`config.mk`:
```
export PLATFORM = sky130hd
export DESIGN_NAME = alu_mdu
export DESIGN_NICKNAME = d
export VERILOG_FILES = /design/src/rtl/alu_mdu_pkg.sv /design/src/rtl/alu_mdu_iter.sv /design/src/rtl/alu_mdu.sv
export SDC_FILE = /design/constraint.sdc
export NUM_CORES = 1
export LEC_CHECK = 0
export ABC_CLOCK_PERIOD_IN_PS = 6600
export CORE_ASPECT_RATIO = 1.5
export CORE_MARGIN = 2
export CORE_UTILIZATION = 35
export DETAILED_ROUTE_END_ITERATION = 8
export PLACE_DENSITY = 0.54
export SETUP_SLACK_MARGIN = 0.5
export SYNTH_ARGS = -nofsm -noshare
export SYNTH_HDL_FRONTEND = slang
export SYNTH_SLANG_ARGS = --single-unit
export TNS_END_PERCENT = 5
```
`constraint.sdc`:
```
create_clock -name i_clk -period 6.6 [get_ports i_clk]
set_input_delay 0.66 -clock i_clk [delete_from_list [all_inputs] [get_ports i_clk]]
set_output_delay 0.66 -clock i_clk [all_outputs]
set_load 0.05 [all_outputs]
```
`src/rtl/alu_mdu_pkg.sv`:
```
// Shared op-code and FSM state definitions for the execute-stage ALU and its
// iterative multiply/divide datapath.
package alu_mdu_pkg;

  localparam int unsigned XLEN_DEFAULT = 32;

  typedef enum logic [4:0] {
    OP_AND    = 5'd0,
    OP_OR     = 5'd1,
    OP_XOR    = 5'd2,
    OP_ANDN   = 5'd3,
    OP_ORN    = 5'd4,
    OP_ADD    = 5'd5,
    OP_SUB    = 5'd6,
    OP_SLT    = 5'd7,
    OP_SLTU   = 5'd8,
    OP_SLL    = 5'd9,
    OP_SRL    = 5'd10,
    OP_SRA    = 5'd11,
    OP_MUL    = 5'd12,
    OP_MULH   = 5'd13,
    OP_MULHSU = 5'd14,
    OP_MULHU  = 5'd15,
    OP_DIV    = 5'd16,
    OP_DIVU   = 5'd17,
    OP_REM    = 5'd18,
    OP_REMU   = 5'd19
  } op_e;

  typedef enum logic [1:0] {
    ST_IDLE,
    ST_BUSY,
    ST_DONE
  } state_e;

  function automatic logic is_mdu_op(input logic [4:0] op);
    return (op >= OP_MUL) && (op <= OP_REMU);
  endfunction

  function automatic logic is_div_op(input logic [4:0] op);
    return (op >= OP_DIV) && (op <= OP_REMU);
  endfunction

endpackage

```
`src/rtl/alu_mdu_iter.sv`:
```
// Iterative RV32M-style multiply/divide datapath: one shift-add or restoring
// divide step per cycle on operand magnitudes, with sign fixup on the last step.
module mdu_iter
  import alu_mdu_pkg::*;
#(
  parameter int unsigned XLEN = XLEN_DEFAULT
) (
  input  logic            clk_i,
  input  logic            rst_ni,
  input  logic            abort_i,
  input  logic            start_i,
  input  logic [4:0]      op_i,
  input  logic [XLEN-1:0] a_i,
  input  logic [XLEN-1:0] b_i,
  output logic            done_o,
  output logic [XLEN-1:0] result_o
);

  localparam int unsigned SHW = $clog2(XLEN);

  logic              busy_q;
  logic [SHW-1:0]    cnt_q;
  logic              div_q;
  logic              hi_q;
  logic              neg_q;
  logic [XLEN-1:0]   opnd_q;
  logic [2*XLEN-1:0] acc_q;

  logic              st_div, st_sa, st_sb, st_hi, st_neg;
  logic [XLEN-1:0]   st_ma, st_mb;

  always_comb begin
    st_div = is_div_op(op_i);
    st_sa  = a_i[XLEN-1] && (op_i inside {OP_MUL, OP_MULH, OP_MULHSU, OP_DIV, OP_REM});
    st_sb  = b_i[XLEN-1] && (op_i inside {OP_MUL, OP_MULH, OP_DIV, OP_REM});
    st_ma  = st_sa ? -a_i : a_i;
    st_mb  = st_sb ? -b_i : b_i;
    st_hi  = op_i inside {OP_MULH, OP_MULHSU, OP_MULHU, OP_REM, OP_REMU};
    st_neg = (op_i inside {OP_REM, OP_REMU}) ? st_sa : (st_sa ^ st_sb);
  end

  // acc holds {partial product, multiplier} for MUL and {remainder, dividend/quotient} for DIV
  logic [XLEN:0]     mul_sum;
  logic [XLEN:0]     div_part;
  logic [XLEN:0]     div_diff;
  logic              div_ge;
  logic [XLEN-1:0]   div_rem;
  logic [2*XLEN-1:0] acc_n;
  logic [2*XLEN-1:0] prod_s;
  logic [XLEN-1:0]   div_raw;

  always_comb begin
    mul_sum  = {1'b0, acc_q[2*XLEN-1:XLEN]} + (acc_q[0] ? {1'b0, opnd_q} : '0);
    div_part = {acc_q[2*XLEN-1:XLEN], acc_q[XLEN-1]};
    div_diff = div_part - {1'b0, opnd_q};
    div_ge   = !div_diff[XLEN];
    div_rem  = div_ge ? div_diff[XLEN-1:0] : div_part[XLEN-1:0];
    acc_n    = div_q ? {div_rem, acc_q[XLEN-2:0], div_ge}
                     : {mul_sum, acc_q[XLEN-1:1]};
    prod_s   = neg_q ? -acc_n : acc_n;
    div_raw  = hi_q ? acc_n[2*XLEN-1:XLEN] : acc_n[XLEN-1:0];
    if (div_q) begin
      result_o = neg_q ? -div_raw : div_raw;
    end else begin
      result_o = hi_q ? prod_s[2*XLEN-1:XLEN] : prod_s[XLEN-1:0];
    end
    done_o = busy_q && (cnt_q == '0);
  end

  always_ff @(posedge clk_i) begin
    if (!rst_ni) begin
      busy_q <= 1'b0;
      cnt_q  <= '0;
      div_q  <= 1'b0;
      hi_q   <= 1'b0;
      neg_q  <= 1'b0;
      opnd_q <= '0;
      acc_q  <= '0;
    end else if (abort_i) begin
      busy_q <= 1'b0;
    end else if (start_i) begin
      busy_q <= 1'b1;
      cnt_q  <= SHW'(XLEN - 1);
      div_q  <= st_div;
      hi_q   <= st_hi;
      neg_q  <= st_neg;
      opnd_q <= st_div ? st_mb : st_ma;
      acc_q  <= {{XLEN{1'b0}}, (st_div ? st_ma : st_mb)};
    end else if (busy_q) begin
      acc_q <= acc_n;
      cnt_q <= cnt_q - 1'b1;
      if (cnt_q == '0) begin
        busy_q <= 1'b0;
      end
    end
  end

endmodule

```
`src/rtl/alu_mdu.sv`:
```
// Execute-stage ALU with valid/ready handshakes on both sides; single-cycle ops
// and divide fast paths resolve here, MUL*/DIV*/REM* iterate in mdu_iter.
module alu_mdu
  import alu_mdu_pkg::*;
#(
  parameter int unsigned XLEN = XLEN_DEFAULT
) (
  input  logic            i_clk,
  input  logic            i_rst_n,
  input  logic            i_flush,
  input  logic            i_valid,
  output logic            o_ready,
  input  logic [4:0]      i_ctrl,
  input  logic [XLEN-1:0] i_dataa,
  input  logic [XLEN-1:0] i_datab,
  output logic            o_valid,
  input  logic            i_ready,
  output logic [XLEN-1:0] o_result,
  output logic            o_of
);

  localparam int unsigned SHW = $clog2(XLEN);
  localparam logic [XLEN-1:0] MIN_INT = {1'b1, {(XLEN-1){1'b0}}};

  state_e          state_q, state_d;
  logic [XLEN-1:0] res_q, res_d;
  logic            of_q, of_d;

  logic [XLEN-1:0] a, b, sum, diff;
  logic [SHW-1:0]  shamt;
  logic            div_zero, div_ovf, fast, multi, accept;
  logic [XLEN-1:0] alu_res;
  logic            alu_of;
  logic            mdu_done;
  logic [XLEN-1:0] mdu_result;

  always_comb begin
    a        = i_dataa;
    b        = i_datab;
    shamt    = b[SHW-1:0];
    sum      = a + b;
    diff     = a - b;
    div_zero = (b == '0);
    div_ovf  = (i_ctrl inside {OP_DIV, OP_REM}) && (a == MIN_INT) && (b == '1);
    fast     = is_div_op(i_ctrl) && (div_zero || div_ovf);
    multi    = is_mdu_op(i_ctrl) && !fast;

    alu_res = '0;
    alu_of  = 1'b0;
    case (i_ctrl)
      OP_AND:  alu_res = a & b;
      OP_OR:   alu_res = a | b;
      OP_XOR:  alu_res = a ^ b;
      OP_ANDN: alu_res = a & ~b;
      OP_ORN:  alu_res = a | ~b;
      OP_ADD: begin
        alu_res = sum;
        alu_of  = (a[XLEN-1] == b[XLEN-1]) && (sum[XLEN-1] != a[XLEN-1]);
      end
      OP_SUB: begin
        alu_res = diff;
        alu_of  = (a[XLEN-1] != b[XLEN-1]) && (diff[XLEN-1] != a[XLEN-1]);
      end
      OP_SLT:  alu_res = {{(XLEN-1){1'b0}}, ($signed(a) < $signed(b))};
      OP_SLTU: alu_res = {{(XLEN-1){1'b0}}, (a < b)};
      OP_SLL:  alu_res = a << shamt;
      OP_SRL:  alu_res = a >> shamt;
      OP_SRA:  alu_res = $unsigned($signed(a) >>> shamt);
      // Only reached on the divide fast paths; iterative results come from mdu_iter
      OP_DIV, OP_DIVU: alu_res = div_zero ? '1 : a;
      OP_REM, OP_REMU: alu_res = div_zero ? a : '0;
      default: alu_res = '0;
    endcase
  end

  always_comb begin
    o_ready = !i_flush && ((state_q == ST_IDLE) || ((state_q == ST_DONE) && i_ready));
    accept  = i_valid && o_ready;
    state_d = state_q;
    res_d   = res_q;
    of_d    = of_q;
    if (i_flush) begin
      state_d = ST_IDLE;
    end else if (accept) begin
      if (multi) begin
        state_d = ST_BUSY;
      end else begin
        state_d = ST_DONE;
        res_d   = alu_res;
        of_d    = alu_of;
      end
    end else begin
      case (state_q)
        ST_BUSY: begin
          if (mdu_done) begin
            state_d = ST_DONE;
            res_d   = mdu_result;
            of_d    = 1'b0;
          end
        end
        ST_DONE: begin
          if (i_ready) begin
            state_d = ST_IDLE;
          end
        end
        default: state_d = state_q;
      endcase
    end
  end

  always_ff @(posedge i_clk) begin
    if (!i_rst_n) begin
      state_q <= ST_IDLE;
      res_q   <= '0;
      of_q    <= 1'b0;
    end else begin
      state_q <= state_d;
      res_q   <= res_d;
      of_q    <= of_d;
    end
  end

  assign o_valid  = (state_q == ST_DONE);
  assign o_result = res_q;
  assign o_of     = of_q;

  mdu_iter #(
    .XLEN(XLEN)
  ) u_mdu (
    .clk_i   (i_clk),
    .rst_ni  (i_rst_n),
    .abort_i (i_flush),
    .start_i (accept && multi),
    .op_i    (i_ctrl),
    .a_i     (i_dataa),
    .b_i     (i_datab),
    .done_o  (mdu_done),
    .result_o(mdu_result)
  );

endmodule

```
# Word-level counts from Yosys, hierarchy flattened

Cells that the tools add are included.

Order comparisons: 5
Shifts and indexed selects: 3
Add/subtract/negate cells: 9
Reductions and logical operators: 40
Muxes and demuxes: 37
Bitwise gates (word level): 9
Eq/ne operators: 30

Operator list:

| kind                                                             | number |
|---|---|
| 32-bit 2-to-1 mux                                                | 16 |
| 32-bit case mux with 14 select lines                             | 1 |
| 64-bit 2-to-1 mux                                                | 4 |
| 32-bit negator                                                   | 3 |
| 32-bit bitwise AND                                               | 2 |
| 32-bit == test (second input constant)                           | 2 |
| 32-bit < comparator                                              | 2 |
| 64-bit negator                                                   | 1 |
| 32-bit bitwise OR                                                | 2 |
| 5-bit by 4-bit == test with 1-bit output (second input constant) | 8 |
| 32-bit by 33-bit adder with 33-bit output                        | 1 |
| 33-bit by 32-bit subtractor with 33-bit output                   | 1 |
| 32-bit adder                                                     | 1 |
| 32-bit logical NOT                                               | 1 |
| 32-bit inverter                                                  | 1 |
| 32-bit by 5-bit << shifter with 32-bit output                    | 1 |
| 32-bit by 5-bit right shift with 32-bit output                   | 1 |
| 32-bit by 5-bit >>> shifter with 32-bit output                   | 1 |
| 32-bit subtractor                                                | 1 |
| 32-bit XOR                                                       | 1 |
| 5-bit by 3-bit == test with 1-bit output (second input constant) | 4 |
| 5-bit == test (second input constant)                            | 4 |
| 1-bit logical AND                                                | 15 |
| 5-bit by 2-bit == test with 1-bit output (second input constant) | 2 |
| 31 further kinds                                                 | 57 |

Output and inout bits: 35
Bits of input ports: 74
Flip-flop bits (word level): 140
Logic and storage cells: 143

# Longest topological paths before layout

Gate-level depths: netlist of run 1.

Depth in word-level cells: 11
Depth in mapped cells: 26
Depth with buffers taken out: 24

# By module

A second synthesis of run 1 with hierarchy kept.

Cell total of the unflattened synthesis: 3,897
Area, all modules: 26,509.2 um^2

Modules (own cells, without submodules):

| module   | cells each | times used | seq. area each (um^2) | area an instance (um^2) |
|---|---|---|---|---|
| mdu_iter | 2,248      | 1          | 2,102.0               | 15,248.4 |
| alu_mdu  | 1,649      | 1          | 700.7                 | 11,260.8 |

# Worst setup path before layout of run 1

OpenSTA, ideal clock, no wires.

Kind: reg2reg
Start: register u_mdu.acc_q[31]
End: register res_q[28] (netlist: o_result[28])
Clock period less this slack: 5.618 ns
Cell stages (with the launch flop): 27
Setup time: 0.079 ns
Required time: 6.521 ns
Arrival time: 5.539 ns
Buffers on the path: 2
Setup slack: 0.982 ns
Cells stage by stage: dfxtp_1 inv_1 ha_1 inv_1 fa_1 a211oi_2 o211a_1 o21ai_2 o211a_1 buf_6 nor2_4 buf_2 o31a_1 ha_1 nor3b_1 o221ai_1 or2_1 or3_4 or2_1 nor3_4 o2111a_1 o211ai_2 or3_1 or2_1 o311a_1 and3_1 o211ai_1

Word-level cells in the longest chain between the ends: 10
Elaborated cells on any way between the ends: 14
Those cells by class: add/sub: 3; mux: 10; reduce/logical: 1

Ends and longest elaborated chain:

| what                                                   | RTL line                               | source |
|---|---|---|
| from (decl)                                            | alu_mdu_iter.sv:27                     | `logic [2*XLEN-1:0] acc_q;` |
| from (signal assigned)                                 | alu_mdu_iter.sv:88                     | `acc_q <= {{XLEN{1'b0}}, (st_div ? st_ma : st_mb)};` |
| from (signal assigned)                                 | alu_mdu_iter.sv:90                     | `acc_q <= acc_n;` |
| 33-bit by 32-bit subtractor with 33-bit output         | alu_mdu_iter.sv:55                     | `div_diff = div_part - {1'b0, opnd_q};` |
| 32-bit 2-to-1 mux or 1-bit logical NOT (tied branches) | alu_mdu_iter.sv:57, alu_mdu_iter.sv:56 |  |
| 64-bit 2-to-1 mux *                                    | alu_mdu_iter.sv:58                     | `acc_n = div_q ? {div_rem, acc_q[XLEN-2:0], div_ge}` |
| 64-bit negator or 32-bit 2-to-1 mux (tied branches)    | alu_mdu_iter.sv:60, alu_mdu_iter.sv:61 |  |
| 64-bit 2-to-1 mux or 32-bit negator (tied branches)    | alu_mdu_iter.sv:60, alu_mdu_iter.sv:63 |  |
| 32-bit 2-to-1 mux, on equally long branches            | alu_mdu_iter.sv:65, alu_mdu_iter.sv:63 |  |
| 32-bit 2-to-1 mux *                                    | alu_mdu_iter.sv:62                     | `if (div_q) begin` |
| 32-bit 2-to-1 mux *                                    | alu_mdu.sv:95                          | `if (mdu_done) begin` |
| 32-bit 2-to-1 mux *                                    | alu_mdu.sv:93                          | `case (state_q)` |
| 32-bit 2-to-1 mux *                                    | alu_mdu.sv:84                          | `end else if (accept) begin` |
| to (signal assigned)                                   | alu_mdu.sv:118                         | `res_q <= res_d;` |
| to (decl)                                              | alu_mdu.sv:26                          | `logic [XLEN-1:0] res_q, res_d;` |

Mark *: on every way between the ends. The rest lies on a longest branch, timed or not. The select of a mux whose other input is x is not followed.
A chain may end at the register's enable or synchronous reset.

# Worst setup path in the final report of run 1

Start: register u_mdu.opnd_q[0]
End: register res_q[28] (netlist: o_result[28])

Word-level cells in the longest chain between the ends: 10
Elaborated cells on any way between the ends: 16
Those cells by class: add/sub: 4; mux: 11; reduce/logical: 1

Ends and longest elaborated chain:

| what                                                                                | RTL line                               | source |
|---|---|---|
| from (decl)                                                                         | alu_mdu_iter.sv:26                     | `logic [XLEN-1:0] opnd_q;` |
| from (signal assigned)                                                              | alu_mdu_iter.sv:87                     | `opnd_q <= st_div ? st_mb : st_ma;` |
| 32-bit 2-to-1 mux or 33-bit by 32-bit subtractor with 33-bit output (tied branches) | alu_mdu_iter.sv:53, alu_mdu_iter.sv:55 |  |
| 32-bit by 33-bit adder with 33-bit output (tied with other cells)                   | alu_mdu_iter.sv:53                     | `mul_sum = {1'b0, acc_q[2*XLEN-1:XLEN]} + (acc_q[0] ? {1'b0, opnd_q} : '0);` |
| 64-bit 2-to-1 mux *                                                                 | alu_mdu_iter.sv:58                     |  |
| 64-bit negator or 32-bit 2-to-1 mux (tied branches)                                 | alu_mdu_iter.sv:60, alu_mdu_iter.sv:61 |  |
| 64-bit 2-to-1 mux or 32-bit negator (tied branches)                                 | alu_mdu_iter.sv:60, alu_mdu_iter.sv:63 |  |
| 32-bit 2-to-1 mux, on equally long branches                                         | alu_mdu_iter.sv:65, alu_mdu_iter.sv:63 |  |
| 32-bit 2-to-1 mux *                                                                 | alu_mdu_iter.sv:62                     |  |
| 32-bit 2-to-1 mux *                                                                 | alu_mdu.sv:95                          |  |
| 32-bit 2-to-1 mux *                                                                 | alu_mdu.sv:93                          |  |
| 32-bit 2-to-1 mux *                                                                 | alu_mdu.sv:84                          |  |

Marks and branches as above.

==> results.md, run 1 <==
- The number of nets produced by synthesis is 4084.
- The total count of hold-check failures in the final report is 0.
- The height of the die is 339 um.
- The overall die area is 0.0769 mm^2.
- The path category of the worst min-delay check is flop to flop.
- The most instantiated flip-flop cell in the synthesis netlist is sky130_fd_sc_hd__dfxtp_1.
- Setup repair after global routing left no endpoint under its margin.
- No sink is reached through more buffers than the 3 on the longest clock path.
- The number of global-route vias before repair is 29883.
- On the final layout, the worst clock skew is 0.0247 ns.
- The commonest cells after synthesis are sky130_fd_sc_hd__nor2_1 (442), sky130_fd_sc_hd__nand2_1 (388), sky130_fd_sc_hd__a21oi_1 (314), sky130_fd_sc_hd__o21ai_0 (279), sky130_fd_sc_hd__clkbuf_1 (252).
- The top-level I/O count is 109.
- The largest fanout on the critical path is 5.
- The actual slew at the worst max-slew pin is about 1.5 ns.
- The number of buffers and inverters on the critical path is 1.
- The floorplan has 122 rows.
- The count of non-filler cells in the finished layout is between 4000 and 5000.
- In this run the static leakage power is about 11 nW.
- The minimum period implied by the final worst setup slack is 5.89 ns.
- In the final layout, the multi-input gates occupy 0.0215 mm^2.
- The required time at the worst-slack endpoint is ~7.1 ns.
- The clock net in this run drives a total of 140 sinks.
- Dividing the final minimum period by the clock period gives 89.3%.
- The final wirelength is ~140000 um.
- The layout-stage area growth over the synthesis result is 11.0%.
- Counting flops with a built-in enable in the synthesized netlist gives 0.
- The setup TNS after final layout is 0 ns.
- The total routing usage reported by global routing is 34.4%.
- The quantity of I/O buffers inserted on ports is 108.
- In the final layout, the share of cells above drive strength 1 is 9.03%.
- The critical path arrival is roughly 6.3 ns.
- The initial antenna violation count came to 3.
- The aggregate global routing overflow is 0.
- The max-slew violation total from the final report is 0.
- Clock-pin slew was measured on the worst setup and hold paths at approximately 0.060 ns.
- The hold buffer count at CTS is 0.
- The first routing iteration left 3242 violations.
- The highest achievable clock rate is roughly 170 MHz.
- Yosys mapped the design onto 115 distinct sky130hd cell types.
- Setup violations remaining at the end of the flow were counted as 0.
- During synthesis, Yosys emitted a total of 0 warnings.
- The average size of a mapped cell is roughly 6.7 um^2.
- The root buffer cell is sky130_fd_sc_hd__clkbuf_16.
- Max-cap violations in this run came to 1.
- The total placed cells including tap cells is about 4800.
- The post-detailed-route via-to-cell ratio is 6.45.
- The filler cell count is 8063.
- The post-detailed-route DRC marker count is 0.
- Synthesis inferred between 100 and 150 register bits.
- The residual antenna-violating net count after detailed routing is 0.
- In this design, the stage delay of the slowest critical-path cell is 0.40 ns.
- The number of buffers created by CTS is 25.
- The final reports fail on max-capacitance violations.
- The floorplan step defined a core boundary enclosing 0.0739 mm^2.
- The mapped netlist covers 0.0261 mm^2.
- The worst setup path is captured at a flop.
- The net count of the finished layout is 4040.
- The share of synthesized area in the top cell type comes to 10.7%.
- The run finished, with violations left.
- The summed area of non-filler cells in the final layout is 0.0290 mm^2.
- The average wire per cell in the routed design is between 20 and 30 um.
- The worst IR drop on VDD is 0.000141 V.
- The count of vias placed by the detailed router is 31153.
- The largest individual stage delay along the critical path comes from the cell sky130_fd_sc_hd__or3_4.
- The kind of critical path is flop to flop.
- The congestion estimate from routability-driven global placement came to 1.05.
- The detailed placer's ending HPWL is 106000 um.
- The wire length of the first global-routing pass is 197000 um.
- The most instantiated library cell after synthesis is sky130_fd_sc_hd__nor2_1.
- The largest net degree at the start of global routing is 72.
- The first-pass iteration count of the detailed router is 8.
- For this design the ratio of total power to cell area is 139 mW/mm^2.
- The type of origin of the critical path is a flop.
- In this run the horizontal extent of the chip is approximately 230 um.
- Sorting the synthesized cells by area gives the leading types as sky130_fd_sc_hd__dfxtp_1 (11%), sky130_fd_sc_hd__ha_1 (6.5%), sky130_fd_sc_hd__nor2_1 (6.4%).
- Of all flip-flops after synthesis, the portion carrying an async set or reset was 0%.
- The number of instances in the synthesized netlist is between 3000 and 4000.
- For this run, the register share of the synthesized area comes to roughly 11%.
- Registers take between 0.002 and 0.003 mm^2.
- In this run the number of H-tree levels came out at 4.
- TritonCTS built the clock tree.
- For the worst-skew pair, the clock arrives at the later sink with an insertion delay of ~0.53 ns.
- The placed instances occupy a cell area of 0.0282 mm^2.
- The cell taking the most area after synthesis is sky130_fd_sc_hd__dfxtp_1.
- Broken down by cell family, the worst path's largest delay share belongs to compound AO/OA/AOI/OAI gates.
- The initial utilization of the core area, before any placement, comes to 35.3%.
- The headroom to the max-slew limit is 0.755%.
- The signal on the critical path passes through ha_1 > inv_1 > fa_2 > a211oi_4 > o211a_1 > o21ai_4 > o211a_1 > nor2_4 > o31a_1 > ha_2 > nor3b_4 > o221ai_2 > or2_1 > or3_4 > or2_4 > nor3_4 > o2111a_1 > o211ai_4 > or3_4 > or2_1 > o311a_1 > and3_1 > o211ai_1.
==> cells in the final DEF (no fill, tap or decap), drive strengths merged, types with 66 or more instances in the layout <==
cell / count
nand3: 88
o21a: 66
dfxtp: 140
nor2: 444
and2: 68
inv: 131
nand2: 390
nor3: 116
buf: 155
ha: 135
o211ai: 79
a21oi: 319
mux2i: 93
clkdlybuf4s50: 102
o21ai: 293
xnor2: 114
a211oi: 108
==> state kept, by name (all words and copies together) (netlist names) <==
signal / count
u_mdu.div_q: 1
u_mdu.cnt_q: 5
o_of: 1
u_mdu.neg_q: 1
o_result: 32
u_mdu.busy_q: 1
u_mdu.hi_q: 1
u_mdu.opnd_q: 32
state_q: 2
u_mdu.acc_q: 64
==> metal layers <==
metal	track usage (%)	part of all wire, %
met2	59.3	48
met5	0	0
met3	3.45	6.0
met1	37.9	36
met4	28.2	9.8
==> worst reg2reg max path, cell delays in order (launching register included) <==
cell and delay, ns:
sky130_fd_sc_hd__dfxtp_1 0.35, sky130_fd_sc_hd__ha_1 0.18, sky130_fd_sc_hd__inv_1 0.06, sky130_fd_sc_hd__fa_2 0.39
sky130_fd_sc_hd__a211oi_4 0.30, sky130_fd_sc_hd__o211a_1 0.30, sky130_fd_sc_hd__o21ai_4 0.12, sky130_fd_sc_hd__o211a_1 0.26
sky130_fd_sc_hd__nor2_4 0.13, sky130_fd_sc_hd__o31a_1 0.28, sky130_fd_sc_hd__ha_2 0.25, sky130_fd_sc_hd__nor3b_4 0.21
sky130_fd_sc_hd__o221ai_2 0.16, sky130_fd_sc_hd__or2_1 0.28, sky130_fd_sc_hd__or3_4 0.37, sky130_fd_sc_hd__or2_4 0.30
sky130_fd_sc_hd__nor3_4 0.21, sky130_fd_sc_hd__o2111a_1 0.28, sky130_fd_sc_hd__o211ai_4 0.14, sky130_fd_sc_hd__or3_4 0.40
sky130_fd_sc_hd__or2_1 0.24, sky130_fd_sc_hd__o311a_1 0.32, sky130_fd_sc_hd__and3_1 0.16, sky130_fd_sc_hd__o211ai_1 0.14
==> per-stage QoR <==
| step | hold WS, ns | util (%) | total power, mW | setup slack, ns |
|---|---|---|---|---|
| 2_1_floorplan | 0.449 | - | 2.09 | 0.982 |
| 3_3_place_gp | 0.462 | 38.2 | 2.77 | 0.449 |
| 3_5_place_dp | 0.468 | 38.2 | 2.76 | 0.323 |
| 4_1_cts | 0.474 | 39.2 | 3.98 | 0.514 |
| 5_1_grt | 0.496 | 39.2 | 4.18 | 0.500 |
| 6_report | 0.476 | 39.2 | 4.04 | 0.709 |
==> area by class of cell <==
class	instances	area share, %
Clock inverter	2	0.121
Multi-Input combinational cell	3270	74.3
Clock buffer	31	2.34
Tap cell	992	4.28
Timing Repair Buffer	257	7.54
Antenna cell	2	0.0173
Inverter	133	1.72
Sequential cell	140	9.69
==> timing repair <==
item                       CTS  global route
setup endpoints to repair    2             4
setup buffers                1             2
pin swaps                    1             5
gates resized for setup      3             8
==> kinds of logic after synthesis <==
group / after synthesis / share of synthesized area, %
compound gates: 1405 / 36.2
xor+xnor: 175 / 5.87
fa+ha+maj: 139 / 6.77
buf+inv: 461 / 7.10
flops: 140 / 10.7
mux: 161 / 8.06
simple gates: 1390 / 25.3
==> final timing paths <==
| check | to | depth (start not counted) | from | slack [ns] |
|---|---|---|---|---|
| min | u_mdu.opnd_q[9]$_SDFFE_PN0P_ | 2 | u_mdu.opnd_q[9]$_SDFFE_PN0P_ | 0.48 |
| max | o_result[28]$_SDFFE_PN0P_ | 23 | u_mdu.opnd_q[0]$_SDFFE_PN0P_ | 0.71 |
| min reg2reg | u_mdu.opnd_q[9]$_SDFFE_PN0P_ | 2 | u_mdu.opnd_q[9]$_SDFFE_PN0P_ | 0.48 |
| max reg2reg | o_result[28]$_SDFFE_PN0P_ | 23 | u_mdu.opnd_q[0]$_SDFFE_PN0P_ | 0.71 |
==> where the power goes <==
part / leakage (nW) / total [mW] / internal, mW / switching, mW
Combinational: 9.50 / 1.93 / 0.630 / 1.30
Clock: 0.351 / 1.21 / 0.750 / 0.461
Sequential: 1.14 / 0.902 / 0.869 / 0.0331
No activity file was read; power rests on OpenSTA's default activity.
==> inputs of run 2 (changes only) <==
--- a/config.mk
+++ b/config.mk
@@ -10,7 +10,7 @@
 export CORE_MARGIN = 2
 export CORE_UTILIZATION = 35
 export DETAILED_ROUTE_END_ITERATION = 8
-export PLACE_DENSITY = 0.54
+export PLACE_DENSITY = 0.59
 export SETUP_SLACK_MARGIN = 0.5
 export SYNTH_ARGS = -nofsm -noshare
 export SYNTH_HDL_FRONTEND = slang
==> results.md, run 2 (synthesis gave the netlist of run 1 again) <==
- The run finished with clean final reports.
- The setup slack after placement is 0.321 ns (-0.00206 ns).
- The startpoint of the worst register-to-register path is u_mdu.opnd_q[0]$_SDFFE_PN0P_.
- The detailed placer's ending HPWL is 104000 um (-1.7%).
- The number of buffers created by CTS is 25 (unchanged).
- The internal power is 2.24 mW (-0.23%).
- The wire length of the first global-routing pass was 195000 um (-1.4%).
- The CTS H-tree depth is 4 (unchanged).
- The final-stage net count is 4032 (-0.20%).
- The required time at the worst-slack endpoint is 7.04 ns (about the same).
- The aggregate global routing overflow is 0 (unchanged).
- The area of the placeable core is 0.0739 mm^2 (unchanged).
- The overall die area is 0.0769 mm^2 (unchanged).
- The final design utilization was 39.2% (-0.074 points).
- The horizontal die dimension is 227 um (unchanged).
- The total setup violations reported at the end of the flow is 0 (unchanged).
- The largest net degree at the start of global routing is 92 (+28%).
- The stage delay of the slowest cell on the critical path is 0.42 ns (+0.02 ns).
- The headroom to the max-slew limit is 22.7% (+22 points).
- The hold buffer count at CTS is 0 (unchanged).
- The commonest non-fill, non-tap cell in the layout is sky130_fd_sc_hd__nor2_1.
- The fraction of final layout cells sized beyond drive strength 1 was 8.89% (-0.14 points).
- The worst hold path belongs to the class flop to flop.
- The initial antenna violation count is 4 (+1).
- The top-level I/O count is 109 (unchanged).
- The actual slew at the worst max-slew pin is 1.15 ns (-0.334 ns).
- The power density normalized to cell area is 139 mW/mm^2 (-0.36%).
- The reported leakage power is 11.0 nW (-0.26%).
- The height of the die is 339 um (unchanged).
- The number of global-route vias before repair is 29856 (-0.090%).
- The number of max-cap violations is 0 (-1).
- The count of vias placed by the detailed router is 31132 (-0.067%).
- The setup TNS after final layout is 0 ns (unchanged).
- The number of sinks on the clock net is 140 (unchanged).
- The TritonCTS clock tree is done.
- The insertion delay to the later sink of the worst-skew pair is 0.52 ns (about the same).
- The post-detailed-route via-to-cell ratio is 6.46 (about the same).
- The minimum period implied by the final worst setup slack is 5.90 ns (+0.0113 ns).
- The quantity of I/O buffers inserted on ports was 108 (unchanged).
- The flip-flop count of the largest register after layout came to 64 (unchanged).
- The final weighted congestion in routability-driven placement is 1.03 (-2.5%).
- The highest achievable clock rate is 169 MHz (-0.19%).
- The residual antenna-violating net count after detailed routing was 0 (unchanged).
- The clock transition at the register clock pins on the worst setup and hold paths after CTS is 0.06 ns (about the same).
- Setup repair after global routing left no endpoint under its margin.
- The source of the worst hold timing path is u_mdu.opnd_q[1]$_SDFFE_PN0P_.
- The family of cells with the greatest summed delay on the critical path is simple AND/OR/NAND/NOR gates.
- The setup path with the least slack is of type flop to flop.
- The critical path starts at u_mdu.opnd_q[0]$_SDFFE_PN0P_.
- The post-detailed-route DRC marker count is 0 (unchanged).
- The maximum number of buffers from clock root to sink is 3 (unchanged).
- The summed area of non-filler cells in the final layout came to 0.0289 mm^2 (-0.19%).
- The switching fraction of total power is 44.2% (-0.18 points).
- The total count of hold-check failures in the final report is 0 (unchanged).
- The row count is 122 (unchanged).
- The area of placed instances is 0.0282 mm^2 (-0.17%).
- The root buffer cell is sky130_fd_sc_hd__clkbuf_16.
- The first-pass iteration count of the detailed router was 8 (unchanged).
- The part of the cycle the worst path needs is 89.4% (+0.17 points).
- The net switching power figure came to 1.78 mW (-0.95%).
- The final critical-path setup slack is 0.698 ns (-0.0113 ns).
- The slowest stage of the critical path belongs to the cell sky130_fd_sc_hd__or3_4.
- The average wire per cell in the routed design is 27.7 um (-1.3%).
- The final wirelength is 133000 um (-1.5%).
- The sequential share of power is 22.4% (about the same).
- The top cell types in the final layout, fill and taps aside, are sky130_fd_sc_hd__nor2_1 (441), sky130_fd_sc_hd__nand2_1 (386), sky130_fd_sc_hd__a21oi_1 (314).
- The critical path arrival came to 6.34 ns (about the same).
- The final worst clock skew is 0.0159 ns (-0.00882 ns).
- The violation count after the first detailed-route iteration is 3061 (-5.6%).
- The layout-stage area growth over the synthesis result is 10.8%.
- The largest fanout on the critical path was 5 (unchanged).
- The clock group share of total power was 29.9% (about the same).
- The worst IR drop on VDD is 0.000159 V (+12%).
- Counting flops per register, the top entry is u_mdu.acc_q.
- The filler cell count is 8093 (+0.37%).
- The type of origin of the critical path is a flop.
- The sort of element at the end of the critical path is a flop.
- The relative contribution of combinational cells to total power came to 47.6% (about the same).
- The total chip power is 4.02 mW (-0.55%).
- The number of buffer and inverter instances along the worst setup path is 1 (unchanged).
- The signal on the critical path passes through ha_1 > inv_1 > fa_2 > a211oi_4 > o211a_1 > o21ai_2 > o211a_1 > nor2_4 > o31a_1 > ha_2 > nor3b_2 > o221ai_2 > or2_1 > or3_4 > or2_4 > nor3_4 > o2111a_1 > o211ai_2 > or3_4 > or2_1 > o311a_1 > and3_1 > o211ai_1.
- The max-slew violation total from the final report is 0 (unchanged).
- The initial core utilization came to 35.3% (unchanged).
- The total routing usage reported by global routing is 33.8% (-0.57 points).
## run 2: area by class of cell
type                    instances  area (um^2)  share of cell area, %
clock buffers                  29          671                   2.32
well taps                     992         1240                   4.29
clock inverters                 4         50.0                  0.173
multi-input cells            3270        21500                   74.4
diodes                          2         5.00                 0.0173
flip-flops and latches        140         2810                   9.71
inverters                     133          499                   1.72
repair buffers                249         2140                   7.39
## run 2: worst reg2reg max path: stages (launching register included)
cell	delay, ns
sky130_fd_sc_hd__dfxtp_1	0.36
sky130_fd_sc_hd__ha_1	0.18
sky130_fd_sc_hd__inv_1	0.06
sky130_fd_sc_hd__fa_2	0.38
sky130_fd_sc_hd__a211oi_4	0.28
sky130_fd_sc_hd__o211a_1	0.25
sky130_fd_sc_hd__o21ai_2	0.14
sky130_fd_sc_hd__o211a_1	0.27
sky130_fd_sc_hd__nor2_4	0.13
sky130_fd_sc_hd__o31a_1	0.26
sky130_fd_sc_hd__ha_2	0.25
sky130_fd_sc_hd__nor3b_2	0.21
sky130_fd_sc_hd__o221ai_2	0.15
sky130_fd_sc_hd__or2_1	0.28
sky130_fd_sc_hd__or3_4	0.37
sky130_fd_sc_hd__or2_4	0.30
sky130_fd_sc_hd__nor3_4	0.20
sky130_fd_sc_hd__o2111a_1	0.24
sky130_fd_sc_hd__o211ai_2	0.20
sky130_fd_sc_hd__or3_4	0.42
sky130_fd_sc_hd__or2_1	0.25
sky130_fd_sc_hd__o311a_1	0.32
sky130_fd_sc_hd__and3_1	0.16
sky130_fd_sc_hd__o211ai_1	0.15
## run 2: what timing repair did
item,4_1_cts,5_1_grt
hold endpoints to repair,0,0
resized for setup,5,4
setup endpoints to repair,2,3
pin swaps,2,3
buffers inserted,1,2
## run 2: path summary, 6_finish.rpt
| path | to | slack [ns] | depth (start not counted) |
|---|---|---|---|
| max | o_result[28]$_SDFFE_PN0P_ | 0.70 | 23 |
| min | u_mdu.opnd_q[1]$_SDFFE_PN0P_ | 0.48 | 2 |
| max reg2reg | o_result[28]$_SDFFE_PN0P_ | 0.70 | 23 |
| min reg2reg | u_mdu.opnd_q[1]$_SDFFE_PN0P_ | 0.48 | 2 |
## run 2: metal layers
layer  GRT usage (%)  up-vias  part of all wire (%)
met5               0        -                 0.017
met4            29.0        4                    10
met3            4.00      530                   6.6
met2            57.7     1607                    48
met1            36.9    14733                    35
li1                -    14258                     -
## run 2: power groups by stage
stage | Sequential, mW | Combinational (mW) | Clock [mW]
after floorplan | 0.938 | 1.15 | 0
after global placement | 0.919 | 1.83 | 0
after detailed placement | 0.919 | 1.83 | 0
after CTS | 0.900 | 1.85 | 1.21
after global routing | 0.904 | 2.01 | 1.24
final | 0.902 | 1.91 | 1.20
## run 2: stage by stage
step                      hold WS [ns]  instances
final                            0.478       4819
after global routing             0.503       4817
after CTS                        0.478       4815
after detailed placement         0.472       4781
after global placement           0.461       4781
after floorplan                  0.449       3871
